`src/rtl/muldiv_unit.sv`:
```
`default_nettype none
// ---------------------------------------------------------------------------
// muldiv_unit : iterative RV32M multiply/divide (shift-add / restoring divide)
// Revision    : 1.0
// ---------------------------------------------------------------------------
module muldiv_unit #(
  parameter int W     = 32,
  parameter int TAG_W = 5
) (
  input  logic             clk,
  input  logic             rst_n,
  input  logic             in_valid,
  output logic             in_ready,
  input  logic [2:0]       in_op,
  input  logic [W-1:0]     in_a,
  input  logic [W-1:0]     in_b,
  input  logic [TAG_W-1:0] in_tag,
  input  logic             flush,
  output logic             out_valid,
  input  logic             out_ready,
  output logic [W-1:0]     out_result,
  output logic [TAG_W-1:0] out_tag,
  output logic             busy
);

  localparam int             c_cw   = $clog2(W);
  localparam logic [c_cw-1:0] c_last = c_cw'(W - 1);
  localparam logic [c_cw-1:0] c_one  = c_cw'(1);

  typedef enum logic [1:0] {IDLE = 2'd0, CALC = 2'd1, FIXUP = 2'd2, DONE = 2'd3} state_t;

  state_t            r_state;
  logic [2:0]        r_op;
  logic [TAG_W-1:0]  r_tag;
  logic              r_sa;
  logic              r_sb;
  logic [2*W-1:0]    r_acc;
  logic [W-1:0]      r_bmag;
  logic [c_cw-1:0]   r_cnt;

  logic              w_a_signed, w_b_signed, w_sa, w_sb;
  logic [W-1:0]      w_amag, w_bmag;
  logic              w_special;
  logic [W-1:0]      w_spec_res;
  logic [W:0]        w_mul_sum, w_div_diff;
  logic [2*W-1:0]    w_mul_next, w_div_next, w_prod;
  logic [W-1:0]      w_quo, w_rem, w_fix_res;

  assign in_ready = (r_state == IDLE) && rst_n;
  assign busy     = (r_state != IDLE);

  // MULHSU treats only a as signed; plain MUL's low half is sign-agnostic
  assign w_a_signed = (in_op == 3'd1) || (in_op == 3'd2) || (in_op == 3'd4) || (in_op == 3'd6);
  assign w_b_signed = (in_op == 3'd1) || (in_op == 3'd4) || (in_op == 3'd6);
  assign w_sa       = w_a_signed & in_a[W-1];
  assign w_sb       = w_b_signed & in_b[W-1];
  assign w_amag     = w_sa ? -in_a : in_a;
  assign w_bmag     = w_sb ? -in_b : in_b;

  always_comb begin
    w_special  = 1'b0;
    w_spec_res = '0;
    if (in_op[2]) begin
      if (in_b == '0) begin
        w_special  = 1'b1;
        w_spec_res = in_op[1] ? in_a : '1;
      end else if (!in_op[0] && (in_a == {1'b1, {(W-1){1'b0}}}) && (&in_b)) begin
        w_special  = 1'b1;
        w_spec_res = in_op[1] ? '0 : in_a;
      end
    end
  end

  assign w_mul_sum  = {1'b0, r_acc[2*W-1:W]} + (r_acc[0] ? {1'b0, r_bmag} : '0);
  assign w_mul_next = {w_mul_sum, r_acc[W-1:1]};
  // Upper half after the left shift needs W+1 bits to compare against |b|
  assign w_div_diff = r_acc[2*W-1:W-1] - {1'b0, r_bmag};
  assign w_div_next = w_div_diff[W] ? {r_acc[2*W-2:0], 1'b0}
                                    : {w_div_diff[W-1:0], r_acc[W-2:0], 1'b1};

  assign w_prod = (r_sa ^ r_sb) ? -r_acc : r_acc;
  assign w_quo  = (r_sa ^ r_sb) ? -r_acc[W-1:0] : r_acc[W-1:0];
  assign w_rem  = r_sa ? -r_acc[2*W-1:W] : r_acc[2*W-1:W];

  always_comb begin
    w_fix_res = '0;
    case (r_op)
      3'd0:                w_fix_res = w_prod[W-1:0];
      3'd1, 3'd2, 3'd3:    w_fix_res = w_prod[2*W-1:W];
      3'd4, 3'd5:          w_fix_res = w_quo;
      default:             w_fix_res = w_rem;
    endcase
  end

  always_ff @(posedge clk) begin
    if (!rst_n) begin
      r_state    <= IDLE;
      r_op       <= '0;
      r_tag      <= '0;
      r_sa       <= 1'b0;
      r_sb       <= 1'b0;
      r_acc      <= '0;
      r_bmag     <= '0;
      r_cnt      <= '0;
      out_valid  <= 1'b0;
      out_result <= '0;
      out_tag    <= '0;
    end else if (flush) begin
      r_state   <= IDLE;
      out_valid <= 1'b0;
    end else begin
      case (r_state)
        IDLE: begin
          if (in_valid && in_ready) begin
            r_op   <= in_op;
            r_tag  <= in_tag;
            r_sa   <= w_sa;
            r_sb   <= w_sb;
            r_bmag <= w_bmag;
            r_acc  <= {{W{1'b0}}, w_amag};
            r_cnt  <= '0;
            if (w_special) begin
              out_result <= w_spec_res;
              out_tag    <= in_tag;
              out_valid  <= 1'b1;
              r_state    <= DONE;
            end else begin
              r_state <= CALC;
            end
          end
        end
        CALC: begin
          r_acc <= r_op[2] ? w_div_next : w_mul_next;
          if (r_cnt == c_last) begin
            r_cnt   <= '0;
            r_state <= FIXUP;
          end else begin
            r_cnt <= r_cnt + c_one;
          end
        end
        FIXUP: begin
          out_result <= w_fix_res;
          out_tag    <= r_tag;
          out_valid  <= 1'b1;
          r_state    <= DONE;
        end
        default: begin
          if (out_ready) begin
            out_valid <= 1'b0;
            r_state   <= IDLE;
          end
        end
      endcase
    end
  end

endmodule
`default_nettype wire

```
`config.mk`:
```
export PLATFORM = sky130hd
export DESIGN_NAME = muldiv_unit
export DESIGN_NICKNAME = d
export VERILOG_FILES = /design/src/rtl/muldiv_unit.sv
export SDC_FILE = /design/constraint.sdc
export NUM_CORES = 1
export LEC_CHECK = 0
export CAP_MARGIN = 10
export CORE_MARGIN = 8
export CORE_UTILIZATION = 35
export CTS_CLUSTER_DIAMETER = 40
export DETAILED_ROUTE_END_ITERATION = 10
export PLACE_DENSITY = 0.65
export RECOVER_POWER = 50
export SLEW_MARGIN = 25
export SYNTH_ARGS = -nofsm -noshare
export SYNTH_HDL_FRONTEND = slang
export SYNTH_SLANG_ARGS = --single-unit
```
`constraint.sdc`:
```
create_clock -name clk -period 3.7 [get_ports clk]
set_clock_uncertainty 0.15 [all_clocks]
set_input_delay 0.74 -clock clk [delete_from_list [all_inputs] [get_ports clk]]
set_output_delay 0.74 -clock clk [all_outputs]
set_load 0.01 [all_outputs]
```
==> results.yml, run 1 <==
die:
  initial_core_util_pct: 35.28
  core_area_um2: 40650
  num_rows: 74
  die_x_um: 218.4
  pin_count: 117
  fp.dieH_um: 218.4
  die_area_um2: 47710
power_and_ir_drop:
  p_leak_nw: 7.088
  vdd_drop_max_v: 0.0002935
  pwr_density_cell_nw_per_um2: 284.2
clock_tree:
  h-tree-depth: 4
  cts_root_buf: "clkbuf_16"
  ctsLongestPathBuffers: 2
  path_clk_slew_ps: 70
  cts.sinks: 151
  numCtsBuffers: 17
  clk_latency_ps: 440
  cts_tree: "done"
  cts_setup_buffers: 0
timing:
  tns_ps: 0
  min_period_ps: 3589
  relSlewSlack_pct: 12.65
  tightest_slew_ps: 1310
  finalSetupViolations: 0
  fin_crit_sh_pct: 96.99
  fmax_mhz: 278.7
  rsz0062_at_grt: "no"
  slew_violations: 0
  fin_hold_ws_ps: 311.9
  fin_ws_ps: 111.4
  hold_viol_final: 0
global_routing:
  grt_start_max_net_pins: 104
  grt_usage_pct: 21.84
  grt_pass1_vias: 15049
  antenna_found_initial: 0
  grt_pass1_wl_um: 84120
  gr-total-overflow: 0
logic_synthesis:
  syn_inst: 1964
  avgSynthCellArea_um2: 7.301
  syn_nets: 2118
  ys.flop_type: "dfxtp_1"
  synth-edff-count: 0
  yosys_register_bits: 151
  yosysWarnings: 0
  synth_area_um2: 14340
  synth_cell_types: 82
  seq_area_frac_synth_pct: 21.08
  async_reset_ff_share_pct: 0
placed_design:
  place_congestion: 0.9614
  dp_hpwl_um: 40830
  numPortBuffers: 116
  pre_cts_ws_ps: -269.8
  dp_cells: 2637
critical_path:
  rr_startpoint: "r_bmag[0]"
  arrival_ps: 3780
  cp.required_ps: 3890
  regToRegSetupSlack_ps: 110
  path_class: "reg -> reg"
  r2r_cells: 13
  cp_max_fo: 3
  setup.worst_path.end_class: "flop"
  start_kind: "flop"
  r2r-end: "r_acc[63]"
layout:
  layout_commonest_cell: "nand2_1"
  layout.nets: 2278
  finalNonFillerCells: 2669
  final_cell_mix: "nand2_1 (204), buf_4 (162), o21ai_0 (153)"
  final_util_pct: 43.33
  area_growth_pct: 22.82
  antennaDiodeCount: 0
  layout-drive-gt1-share_pct: 11.04
route:
  drtPass1Iterations: 5
  drc: 0
  drt-total-wl_um: 53540
  drt-vias-per-instance: 5.909
  dr.first_iter.drc_count: 1362
  antenna_left: 0
  wl_per_cell_um: 20.06
  vias: 15770
hold_path:
  holdPathStages: 2
  hold_start: "r_tag[0]"
  hold_class: "reg -> reg"
  min_to: "r_tag[0]"
status:
  status: "finished, final reports clean"
job:
  drv_cap: 0
==> metal layers <==
layer | vias up | global-route usage [%] | wire [µm]
met5 | - | 0 | 0
met4 | 0 | 9.292 | 2087
met3 | 108 | 3.194 | 3758
met2 | 707 | 34.88 | 24190
met1 | 7426 | 29.02 | 23510
li1 | 7529 | - | -
==> cells in the mapped netlist, drive strengths merged (3+ instances only) <==
cell	instances	area (µm²)
o21bai	5	37.54
a21boi	28	210.2
a211oi	19	142.6
o21ai	179	895.9
a21o	26	195.2
a221o	3	30.03
o211a	20	200.2
and3	7	43.79
xnor2	106	928.4
o211ai	38	285.3
o311a	8	80.08
o31ai	31	232.7
a32oi	4	35.03
and2	11	71.32
or2	3	18.77
o221ai	9	78.83
buf	23	128.9
o22ai	29	181.4
inv	67	251.5
ha	75	938.4
a21oi	134	674.4
a311oi	3	26.28
nand4	22	137.6
nand2b	20	125.1
mux2i	58	580.6
nor3	53	270.3
nor4	15	108.9
a31oi	57	356.6
nor2b	13	81.33
or3	19	128.9
o21a	13	97.59
a22oi	31	232.7
o2111ai	6	52.55
or4	12	90.09
a221oi	4	35.03
nor4b	3	32.53
clkbuf	125	469.2
o41ai	20	182.7
nand3	40	200.2
nand2	204	765.7
xor2	89	779.5
dfxtp	151	3023
nor2	146	548.0
==> layout make-up <==
cell class	instances	area, µm²
multi-input combinational	1597	10510
sequential	151	3025
timing repair buffer	289	2514
clock inverter	14	211.5
clock buffer	18	429.2
fill	4081	23030
inverter	68	255.2
tap	532	665.6
==> power by group <==
part	leakage [nW]	internal (W)	total, W	switching, W
clock network	0.310	0.00115	0.00199	0.000840
logic	5.55	0.000541	0.00129	0.000753
registers	1.22	0.00167	0.00172	0.0000483
total	7.09	0.00336	0.00501	0.00164
==> through the flow <==
stage	cell area [µm²]	total power, W
3_3_place_gp	16980	0.003010
6_report	17610	0.005006
3_5_place_dp	16980	0.003025
2_1_floorplan	14340	0.002499
5_1_grt	17610	0.005193
4_1_cts	17620	0.005009
==> worst max path at each step <==
stage                     end  cells past startpoint  slack, ps  startpoint
6_report            r_acc[63]                     13        110   r_bmag[0]
5_1_grt             r_acc[42]                     14         40   r_acc[31]
4_1_cts             r_acc[63]                     13         50    r_acc[0]
3_5_place_dp   out_result[20]                     12       -270     in_a[2]
3_3_place_gp   out_result[27]                     12       -190     in_a[2]
2_1_floorplan       r_acc[33]                     12        370   r_acc[32]
==> logic make-up after synthesis <==
family                     share of synthesized area (%)
xor gates and xnor gates                           11.91
adders and majority gates                          6.823
muxes                                              4.127
AOI/OAI and AO/OA                                  31.20
buffers and inverters                              5.951
DFF                                                21.08
and+or+nand+nor                                    18.91
==> critical path, cell delays in order, from the launching register on <==
cell       delay, ps
dfxtp_1          410
and2_1           150
ha_1             240
inv_1             80
fa_1             380
nand2b_1         210
a21oi_2          210
o2111ai_1        210
a211oi_1         410
or3_1            240
o221ai_1         200
o21ai_1          250
a31oi_1          120
a211oi_1         240
==> registers in the layout (all words and copies together) (netlist names) <==
register,flops
r_cnt,5
out_result,32
r_op,3
r_state,2
r_tag,5
r_sa,1
r_sb,1
r_bmag,32
out_tag,5
out_valid,1
r_acc,64
==> what timing repair did <==
item	CTS	global route
endpoints found under the setup margin	0	7
hold buffers	0	0
resized for setup	0	8
Note: power is estimated with default switching activity, not from simulation.
==> inputs of run 2 (changes only) <==
==> constraint.sdc (replaced) <==
create_clock -name clk -period 4.6 [get_ports clk]
set_clock_uncertainty 0.15 [all_clocks]
set_input_delay 0.92 -clock clk [delete_from_list [all_inputs] [get_ports clk]]
set_output_delay 0.92 -clock clk [all_outputs]
set_load 0.01 [all_outputs]
==> results.yml, run 2 (synthesized netlist as in run 1, its figures left out) <==
status:
  status: "finished, final reports clean"
critical_path:
  path_class: "in -> reg"
  cp.required_ps: 4810
  setup.worst_path.end_class: "flop"
  arrival_ps: 4270
  crit_slowest_cell: "or4_1"
  critPathMaxStageDelay_ps: 640
  crit_family: "simple AND/OR/NAND/NOR gates"
  start_kind: "input port"
  crit_chain: "clkdlybuf4s50_1 > or4_1 > nor4_1 > nand3_1 > nor4_4 > nand4b_1 > a21oi_2 > buf_12 > o21ai_0 > a31oi_1"
  cp_max_fo: 24
  critPathBufInv: 2
timing:
  fmax_mhz: 246.4
  tightest_slew_ps: 1380
  tns_ps: 0
  fin_ws_ps: 541.0
  finalSetupViolations: 0
  fin_hold_ws_ps: 308.5
  relSlewSlack_pct: 8.020
  fin_crit_sh_pct: 88.24
  min_period_ps: 4059
  rsz0062_at_grt: "no"
  hold_viol_final: 0
  slew_violations: 0
clock_tree:
  ctsLongestPathBuffers: 2
  h-tree-depth: 4
  path_clk_slew_ps: 70
  cts_tree: "done"
  cts_setup_buffers: 0
  numCtsBuffers: 17
  clk_latency_ps: 450
  cts-resized-gates: 0
  cts.sinks: 151
  cts_root_buf: "clkbuf_16"
  hold_buffers: 0
die:
  initial_core_util_pct: 35.28
  fp.dieH_um: 218.4
  core_area_um2: 40650
  die_x_um: 218.4
  num_rows: 74
  pin_count: 117
  die_area_um2: 47710
global_routing:
  grt_start_max_net_pins: 69
  antenna_found_initial: 0
  gr-total-overflow: 0
  grt_pass1_vias: 14363
  grt_pass1_wl_um: 80620
  grt_usage_pct: 20.94
layout:
  layout-drive-gt1-share_pct: 6.016
  top_register: "r_acc"
  reg.largest.list: "r_acc x64, out_result x32, r_bmag x32"
  antennaDiodeCount: 0
  final_cell_mix: "nand2_1 (204), o21ai_0 (155), dfxtp_1 (150)"
  layout_commonest_cell: "nand2_1"
  fillerInstances: 4144
  layout.nets: 2169
  largest_reg_flops: 64
  area_growth_pct: 16.31
power_and_ir_drop:
  pwr_density_cell_nw_per_um2: 225.9
  p_total_w: 0.003767
  vdd_drop_max_v: 0.0002244
  p_leak_nw: 6.506
placed_design:
  dp_hpwl_um: 38820
  pre_cts_ws_ps: 145.5
  numPortBuffers: 116
  place_congestion: 0.9554
hold_path:
  hold_class: "reg -> reg"
route:
  drt-total-wl_um: 51460
  drtPass1Iterations: 8
  wl_per_cell_um: 20.10
  drc: 0
  antenna_left: 0
  vias: 15269
  drt-vias-per-instance: 5.964
  dr.first_iter.drc_count: 1353
job:
  drv_cap: 0
## run 2: area by class of cell
type	count	area (µm²)	share of cell area, %
inverter	68	255.2	1.530
tap	532	665.6	3.991
multi-input combinational	1597	10510	63.01
clock buffer	18	439.2	2.633
sequential	151	3024	18.13
timing repair buffer	180	1647	9.872
clock inverter	14	138.9	0.8327
## run 2: worst register-to-register path: stages (launching register included)
cell and delay, ps:
dfxtp_1 350, inv_1 100, ha_1 170, clkbuf_2 1000, and3b_1 280, clkbuf_1 660
nor2_2 60, clkbuf_2 540, nor4b_1 450, a21oi_1 80, nor2_1 110
## run 2: stage by stage
stage | std cells | area (µm²) | utilization (%)
after global placement | 2528 | 16110 | 39.63
after floorplan | 1964 | 14340 | -
after detailed placement | 2528 | 16110 | 39.63
after CTS | 2560 | 16680 | 41.05
after global routing | 2560 | 16680 | 41.03
final | 2560 | 16680 | 41.03
## run 2: worst paths after layout
| path | start | slack (ps) | cells after the start | end |
|---|---|---|---|---|
| max reg2reg | r_state[1] | 590 | 10 | r_cnt[2] |
| max | in_a[11] | 540 | 10 | out_result[9] |
| min | r_tag[2] | 310 | 2 | r_tag[2] |
| min reg2reg | r_tag[2] | 310 | 2 | r_tag[2] |
## run 2: power by group
group,internal (W),switching [W]
logic,0.000367,0.000579
clock network,0.000772,0.000666
registers,0.00134,0.0000411
## run 2: metal layers
layer / routed length (µm) / track usage, % / vias to the layer above
met2: 23230 / 32.81 / 629
met5: 0 / 0 / -
li1: - / - / 7292
met4: 2230 / 10.34 / 0
met3: 3343 / 3.152 / 112
met1: 22660 / 27.75 / 7236
==> inputs of run 3 (changes only) <==
--- a/config.mk
+++ b/config.mk
@@ -5,7 +5,6 @@
 export SDC_FILE = /design/constraint.sdc
 export NUM_CORES = 1
 export LEC_CHECK = 0
-export CAP_MARGIN = 10
 export CORE_MARGIN = 8
 export CORE_UTILIZATION = 35
 export CTS_CLUSTER_DIAMETER = 40
==> results of run 3 <==
The final DEF is identical to that of run 2; final timing and power are the same.
